`config.mk`:
```
export PLATFORM = sky130hd
export DESIGN_NAME = data_mem_arbiter
export DESIGN_NICKNAME = d
export VERILOG_FILES = /design/src/rtl/dm_arb_pkg.sv /design/src/rtl/dm_arb_pick.sv /design/src/rtl/data_mem_arbiter.sv
export SDC_FILE = /design/constraint.sdc
export NUM_CORES = 1
export LEC_CHECK = 0
export ABC_AREA = 1
export CAP_MARGIN = 20
export CORE_MARGIN = 2
export CORE_UTILIZATION = 30
export CTS_BUF_LIST = sky130_fd_sc_hd__clkbuf_8 sky130_fd_sc_hd__clkbuf_16
export DETAILED_ROUTE_END_ITERATION = 16
export SYNTH_ARGS = -nofsm -noshare
export SYNTH_HDL_FRONTEND = slang
export SYNTH_SLANG_ARGS = --single-unit
```
`constraint.sdc`:
```
create_clock -name clk -period 2.61 [get_ports clk]
set_clock_uncertainty 0.2 [all_clocks]
set_input_delay 0.522 -clock clk [delete_from_list [all_inputs] [get_ports clk]]
set_output_delay 0.522 -clock clk [all_outputs]
set_load 0.01 [all_outputs]
```
`src/rtl/dm_arb_pkg.sv`:
```
// Shared types and constants for the data-memory arbiter slice.
// The optional DMARB_ROUND_ROBIN_EN build only changes contention resolution.
package dm_arb_pkg;

    localparam int DM_ADDR_W = 4;
    localparam int DM_DATA_W = 10;
    localparam int STARVE_W  = 3;

    // One-hot grant encoding shared by the picker and the top.
    localparam logic [1:0] GNT_NONE = 2'b00;
    localparam logic [1:0] GNT_CPU  = 2'b01;
    localparam logic [1:0] GNT_DMA  = 2'b10;

    typedef enum logic [1:0] {
        IDLE = 2'd0,
        CPU  = 2'd1,
        DMA  = 2'd2
    } owner_t;

    function automatic owner_t owner_from_gnt(input logic [1:0] gnt);
        owner_t owner;
        case (gnt)
            GNT_CPU: owner = CPU;
            GNT_DMA: owner = DMA;
            default: owner = IDLE;
        endcase
        return owner;
    endfunction

endpackage

```
`src/rtl/dm_arb_pick.sv`:
```
// Combinational winner selection for the data-memory arbiter.
// Macro DMARB_ROUND_ROBIN_EN: contention follows the last-winner pointer instead of cpu priority.
module dm_arb_pick
    import dm_arb_pkg::*;
#(
    parameter int STARVE_LIMIT = 3
) (
    input  logic                cpu_req,
    input  logic                dma_req,
    input  logic [STARVE_W-1:0] starve_cnt,
    input  logic                last_win,
    output logic [1:0]          gnt
);

    localparam logic [STARVE_W-1:0] LIMIT_C = STARVE_W'(STARVE_LIMIT);

    // last_win = 1 means cpu took the previous contention, so dma is owed the next one.
`ifdef DMARB_ROUND_ROBIN_EN
    logic unused_s;
    assign unused_s = ^{starve_cnt, LIMIT_C};
`else
    logic unused_s;
    assign unused_s = last_win;
`endif

    // Resolve the winner for this cycle
    always_comb begin
        gnt = GNT_NONE;
        if (cpu_req && dma_req) begin
`ifdef DMARB_ROUND_ROBIN_EN
            if (last_win) begin
                gnt = GNT_DMA;
            end else begin
                gnt = GNT_CPU;
            end
`else
            if (starve_cnt == LIMIT_C) begin
                gnt = GNT_DMA;
            end else begin
                gnt = GNT_CPU;
            end
`endif
        end else if (cpu_req) begin
            gnt = GNT_CPU;
        end else if (dma_req) begin
            gnt = GNT_DMA;
        end else begin
            gnt = GNT_NONE;
        end
    end

endmodule

```
`src/rtl/data_mem_arbiter.sv`:
```
// Two-requester (cpu / dma) arbiter for the single-port 16x10 data memory with registered read responses.
// Macro DMARB_ROUND_ROBIN_EN selects round-robin contention; undefined gives cpu priority with dma starvation override.
module data_mem_arbiter
    import dm_arb_pkg::*;
#(
    parameter int ADDR_W       = DM_ADDR_W,
    parameter int DATA_W       = DM_DATA_W,
    parameter int STARVE_LIMIT = 3
) (
    input  logic              clk,
    input  logic              reset,
    input  logic              cpu_req,
    input  logic              cpu_we,
    input  logic [ADDR_W-1:0] cpu_addr,
    input  logic [DATA_W-1:0] cpu_wdata,
    output logic              cpu_gnt,
    output logic [DATA_W-1:0] cpu_rdata,
    output logic              cpu_rvalid,
    output logic              cpu_stall,
    input  logic              dma_req,
    input  logic              dma_we,
    input  logic [ADDR_W-1:0] dma_addr,
    input  logic [DATA_W-1:0] dma_wdata,
    output logic              dma_gnt,
    output logic [DATA_W-1:0] dma_rdata,
    output logic              dma_rvalid,
    output logic [ADDR_W-1:0] mem_addr,
    output logic [DATA_W-1:0] mem_wdata,
    output logic              mem_we,
    output logic              mem_re,
    input  logic [DATA_W-1:0] mem_rdata
);

    logic                cpu_req_s;
    logic                dma_req_s;
    logic                contention_s;
    logic [1:0]          gnt_s;
    logic [STARVE_W-1:0] starve_q, starve_d;
    logic                last_q, last_d;
    owner_t              owner_q, owner_d;
    logic                rd_q, rd_d;
    logic [DATA_W-1:0]   cpu_rdata_q, cpu_rdata_d;
    logic [DATA_W-1:0]   dma_rdata_q, dma_rdata_d;

    // Requests are ignored while reset is held so nothing reaches the memory.
    assign cpu_req_s    = cpu_req & ~reset;
    assign dma_req_s    = dma_req & ~reset;
    assign contention_s = cpu_req_s & dma_req_s;

    dm_arb_pick #(
        .STARVE_LIMIT (STARVE_LIMIT)
    ) u_pick (
        .cpu_req    (cpu_req_s),
        .dma_req    (dma_req_s),
        .starve_cnt (starve_q),
        .last_win   (last_q),
        .gnt        (gnt_s)
    );

    assign cpu_gnt   = gnt_s[0];
    assign dma_gnt   = gnt_s[1];
    assign cpu_stall = cpu_req_s & ~gnt_s[0];

    // Route the winner onto the memory port; no winner forces everything to zero.
    always_comb begin
        mem_addr  = '0;
        mem_wdata = '0;
        mem_we    = 1'b0;
        mem_re    = 1'b0;
        case (gnt_s)
            GNT_CPU: begin
                mem_addr  = cpu_addr;
                mem_wdata = cpu_wdata;
                mem_we    = cpu_we;
                mem_re    = ~cpu_we;
            end
            GNT_DMA: begin
                mem_addr  = dma_addr;
                mem_wdata = dma_wdata;
                mem_we    = dma_we;
                mem_re    = ~dma_we;
            end
            default: begin
                mem_addr  = '0;
                mem_wdata = '0;
                mem_we    = 1'b0;
                mem_re    = 1'b0;
            end
        endcase
    end

    // Next-state for owner, response capture, pointer and starvation counter
    always_comb begin
        owner_d     = owner_from_gnt(gnt_s);
        rd_d        = (gnt_s[0] & ~cpu_we) | (gnt_s[1] & ~dma_we);
        cpu_rdata_d = cpu_rdata_q;
        dma_rdata_d = dma_rdata_q;
        last_d      = last_q;
        starve_d    = '0;

        if (gnt_s[0] && !cpu_we) begin
            cpu_rdata_d = mem_rdata;
        end else begin
            cpu_rdata_d = cpu_rdata_q;
        end

        if (gnt_s[1] && !dma_we) begin
            dma_rdata_d = mem_rdata;
        end else begin
            dma_rdata_d = dma_rdata_q;
        end

        if (contention_s) begin
            last_d = gnt_s[0];
        end else begin
            last_d = last_q;
        end

`ifdef DMARB_ROUND_ROBIN_EN
        starve_d = '0;
`else
        // Count consecutive lost dma cycles, saturating at the override threshold.
        if (dma_req_s && !gnt_s[1]) begin
            if (starve_q == STARVE_W'(STARVE_LIMIT)) begin
                starve_d = starve_q;
            end else begin
                starve_d = starve_q + 3'd1;
            end
        end else begin
            starve_d = '0;
        end
`endif
    end

    // State and response registers
    always_ff @(posedge clk) begin
        if (reset) begin
            owner_q     <= IDLE;
            rd_q        <= 1'b0;
            cpu_rdata_q <= '0;
            dma_rdata_q <= '0;
            last_q      <= 1'b0;
            starve_q    <= '0;
        end else begin
            owner_q     <= owner_d;
            rd_q        <= rd_d;
            cpu_rdata_q <= cpu_rdata_d;
            dma_rdata_q <= dma_rdata_d;
            last_q      <= last_d;
            starve_q    <= starve_d;
        end
    end

    assign cpu_rvalid = rd_q & (owner_q == CPU);
    assign dma_rvalid = rd_q & (owner_q == DMA);
    assign cpu_rdata  = cpu_rdata_q;
    assign dma_rdata  = dma_rdata_q;

endmodule
```
==> run metrics <==
Avg Synthesized Cell Area=6.117 µm²; status=finished, final reports clean; clk_lat worst skew=around 0.28 ns; Port Buffers=84; Main synth FF type=dfxtp_1; RSZ-0062 raised after global routing=no; Yosys reg bits=26; Setup crit start kind=register; Final nets=410; Starting DRT DRC Count=65; Power Density=379.2 nW/µm²; final hold vios=0; syn nets=299; root buf cell=clkbuf_8; CP Launch Point=starve_q[1]$_SDFFE_PP0P_; drt total wl=just under 5 mm; Arr. time, crit path=1.79 ns; Die W=75.68 µm; YS warnings=0; Design Area, Final=approximately 2800 µm²; main area contributors after synthesis=dfxtp_1 34%, nand2_1 18%, inv_1 14%; Placed Cells incl. Taps=between 400 and 500; Setup WS post-layout=around 0.1 ns; hold_sp=cpu_rdata[0]$_SDFFE_PP0P_; dpl hpwl=about 3.4 mm; Post-synth ARST share=0%; I/O Pins=85; grt ovf=0; vias in the first global route=between 1500 and 2000; initial antenna violation count=0; P_leak=approximately 0.0014 µW; worst slew pin tran=around 0.54 ns; Inserted Diodes=0; DR vias/cell=approximately 4.1; total die area=around 5700 µm²; fraction of layout cells with a size suffix above 1=between 10% and 20%; largest net degree at the start of global routing=21; worst path required time=about 1.9 ns; VDD IR max=around 0.00027 V; Worst Path Max Fanout=15; synthesized cell area=1541 µm²; Tmin final=between 2 and 3 ns; Worst setup EP type=output pin; R2R setup slack=approximately 0.8 ns; fmax=between 300 and 400 MHz; Clock Path Buffers=2; Sinks on Clock Net=26; reg-to-reg startpoint=starve_q[1]$_SDFFE_PP0P_; DRC Markers=0; Post-synth top cells=75 x nand2_1, 58 x inv_1, 28 x nor2_1, 26 x dfxtp_1, 20 x nand4_1; count leader, synth=nand2_1; placer congestion estimate=a little under 0.8; critical path type=register to output pin; Core Rows=26; Syn Inst Count=252; first-pass GRT wire length=~7.8 mm; Total GRT Usage=17.85%; Pins Over Slew Limit=0; Max-slew headroom=63.79%; post-synth top area share=between 30% and 40%; CTS Buf Count=3; pre-CTS setup slack=-0.4103 ns; ANT nets after route=0; Die H=approximately 76 µm; Distinct cells, synth=21; maxcap violations=0; Via Count=around 1800; Worst Hold Class=register to register; # setup viols final=0; Yosys top cell by area=dfxtp_1; Pre-antenna DRT Iters=4; Clk pin slew, worst setup/hold paths=around 0.1 ns; Post-synth EDFFs=0; sequential share of the synthesized area=33.77%; starting density of the core=between 30% and 40%; htree depth=1; Post-DP Area=roughly 2500 µm²; CTS tree=built; non-filler cells in the finished layout=about 430; fin crit share=a little over nine tenths; setup TNS=0 ns; DR WL/cell=11.25 µm; core area=approximately 5000 µm²; synthesis-to-finish area growth=80.68%; Layout Utilization=a little under three fifths
## state kept, by name (all words and copies together) (netlist names)
signal     count
rd_q           1
starve_q       3
cpu_rdata     10
dma_rdata     10
owner_q        2
## area by class of cell
class | count | area, µm²
well taps | 70 | 87.58
repair buffers | 118 | 1072
flip-flops and latches | 26 | 523.0
inverters | 59 | 229.0
clock buffers | 3 | 41.29
multi-input cells | 155 | 802.0
clock inverters | 1 | 30.03
fillers | 502 | 2257
## worst paths after layout
path / end / cells after the start
setup / recovery: mem_wdata[0] / 10
setup reg to reg: dma_rdata[6]$_SDFFE_PP0P_ / 11
hold / removal: cpu_rdata[0]$_SDFFE_PP0P_ / 4
hold reg to reg: cpu_rdata[0]$_SDFFE_PP0P_ / 4
## routing by layer
metal / wire, µm / global-route usage, %
met1: 2205 / 23.11
met2: 2414 / 29.86
met3: 140 / 2.381
met4: 97 / 7.407
met5: 0 / 0
## critical path: stages, from the launching register on
cell	delay, ns
dfxtp_2	0.35
ha_4	0.18
ha_4	0.15
inv_2	0.06
nand2_4	0.05
nand2_4	0.10
buf_12	0.11
buf_12	0.13
nand3_1	0.08
nand2_1	0.07
clkdlybuf4s15_2	0.22
## power breakdown
part / internal (µW) / total, µW / switching, µW
sequential: 415 / 424 / 9.23
clock: 206 / 348 / 142
combinational: 158 / 284 / 126
total: 779 / 1060 / 277
## layout by cell type, fill, tap and decap left out, types with 7 or more instances in the layout
cell type,n
clkbuf_2,7
buf_4,28
nand2_1,73
nand4_1,20
clkdlybuf4s50_1,63
nand3_1,17
dlygate4sd2_1,7
inv_1,56
nor2_1,28
dfxtp_1,24
## per-stage QoR
| stage | total power [µW] | hold WS, ns |
|---|---|---|
| floorplan | 542.6 | 0.2676 |
| global placement | 694.7 | 0.2828 |
| detailed placement | 697.0 | 0.2969 |
| CTS | 1062 | 0.3138 |
| global route | 1113 | 0.3442 |
| finish | 1056 | 0.3150 |
## cells by family (layout without fill, tap and decap cells)
family                   after synthesis  after routing  synth area share, %
AO/OA/AOI/OAI                          2              2               0.6494
XOR/XNOR                               1              1               0.5683
adder cells (fa/ha/maj)                3              3                2.435
buffers and inverters                 72            181                18.91
flip-flops                            26             26                33.77
multiplexers                           1              1               0.6494
AND/OR/NAND/NOR                      147            148                43.02
## what timing repair did
item,in CTS,in global routing
resized for setup,60,19
setup buffers,17,2
endpoints found under the setup margin,19,10
hold buffers,0,0
gates cloned,1,0
pin swaps,6,5
No activity file was read; power rests on OpenSTA's default activity.
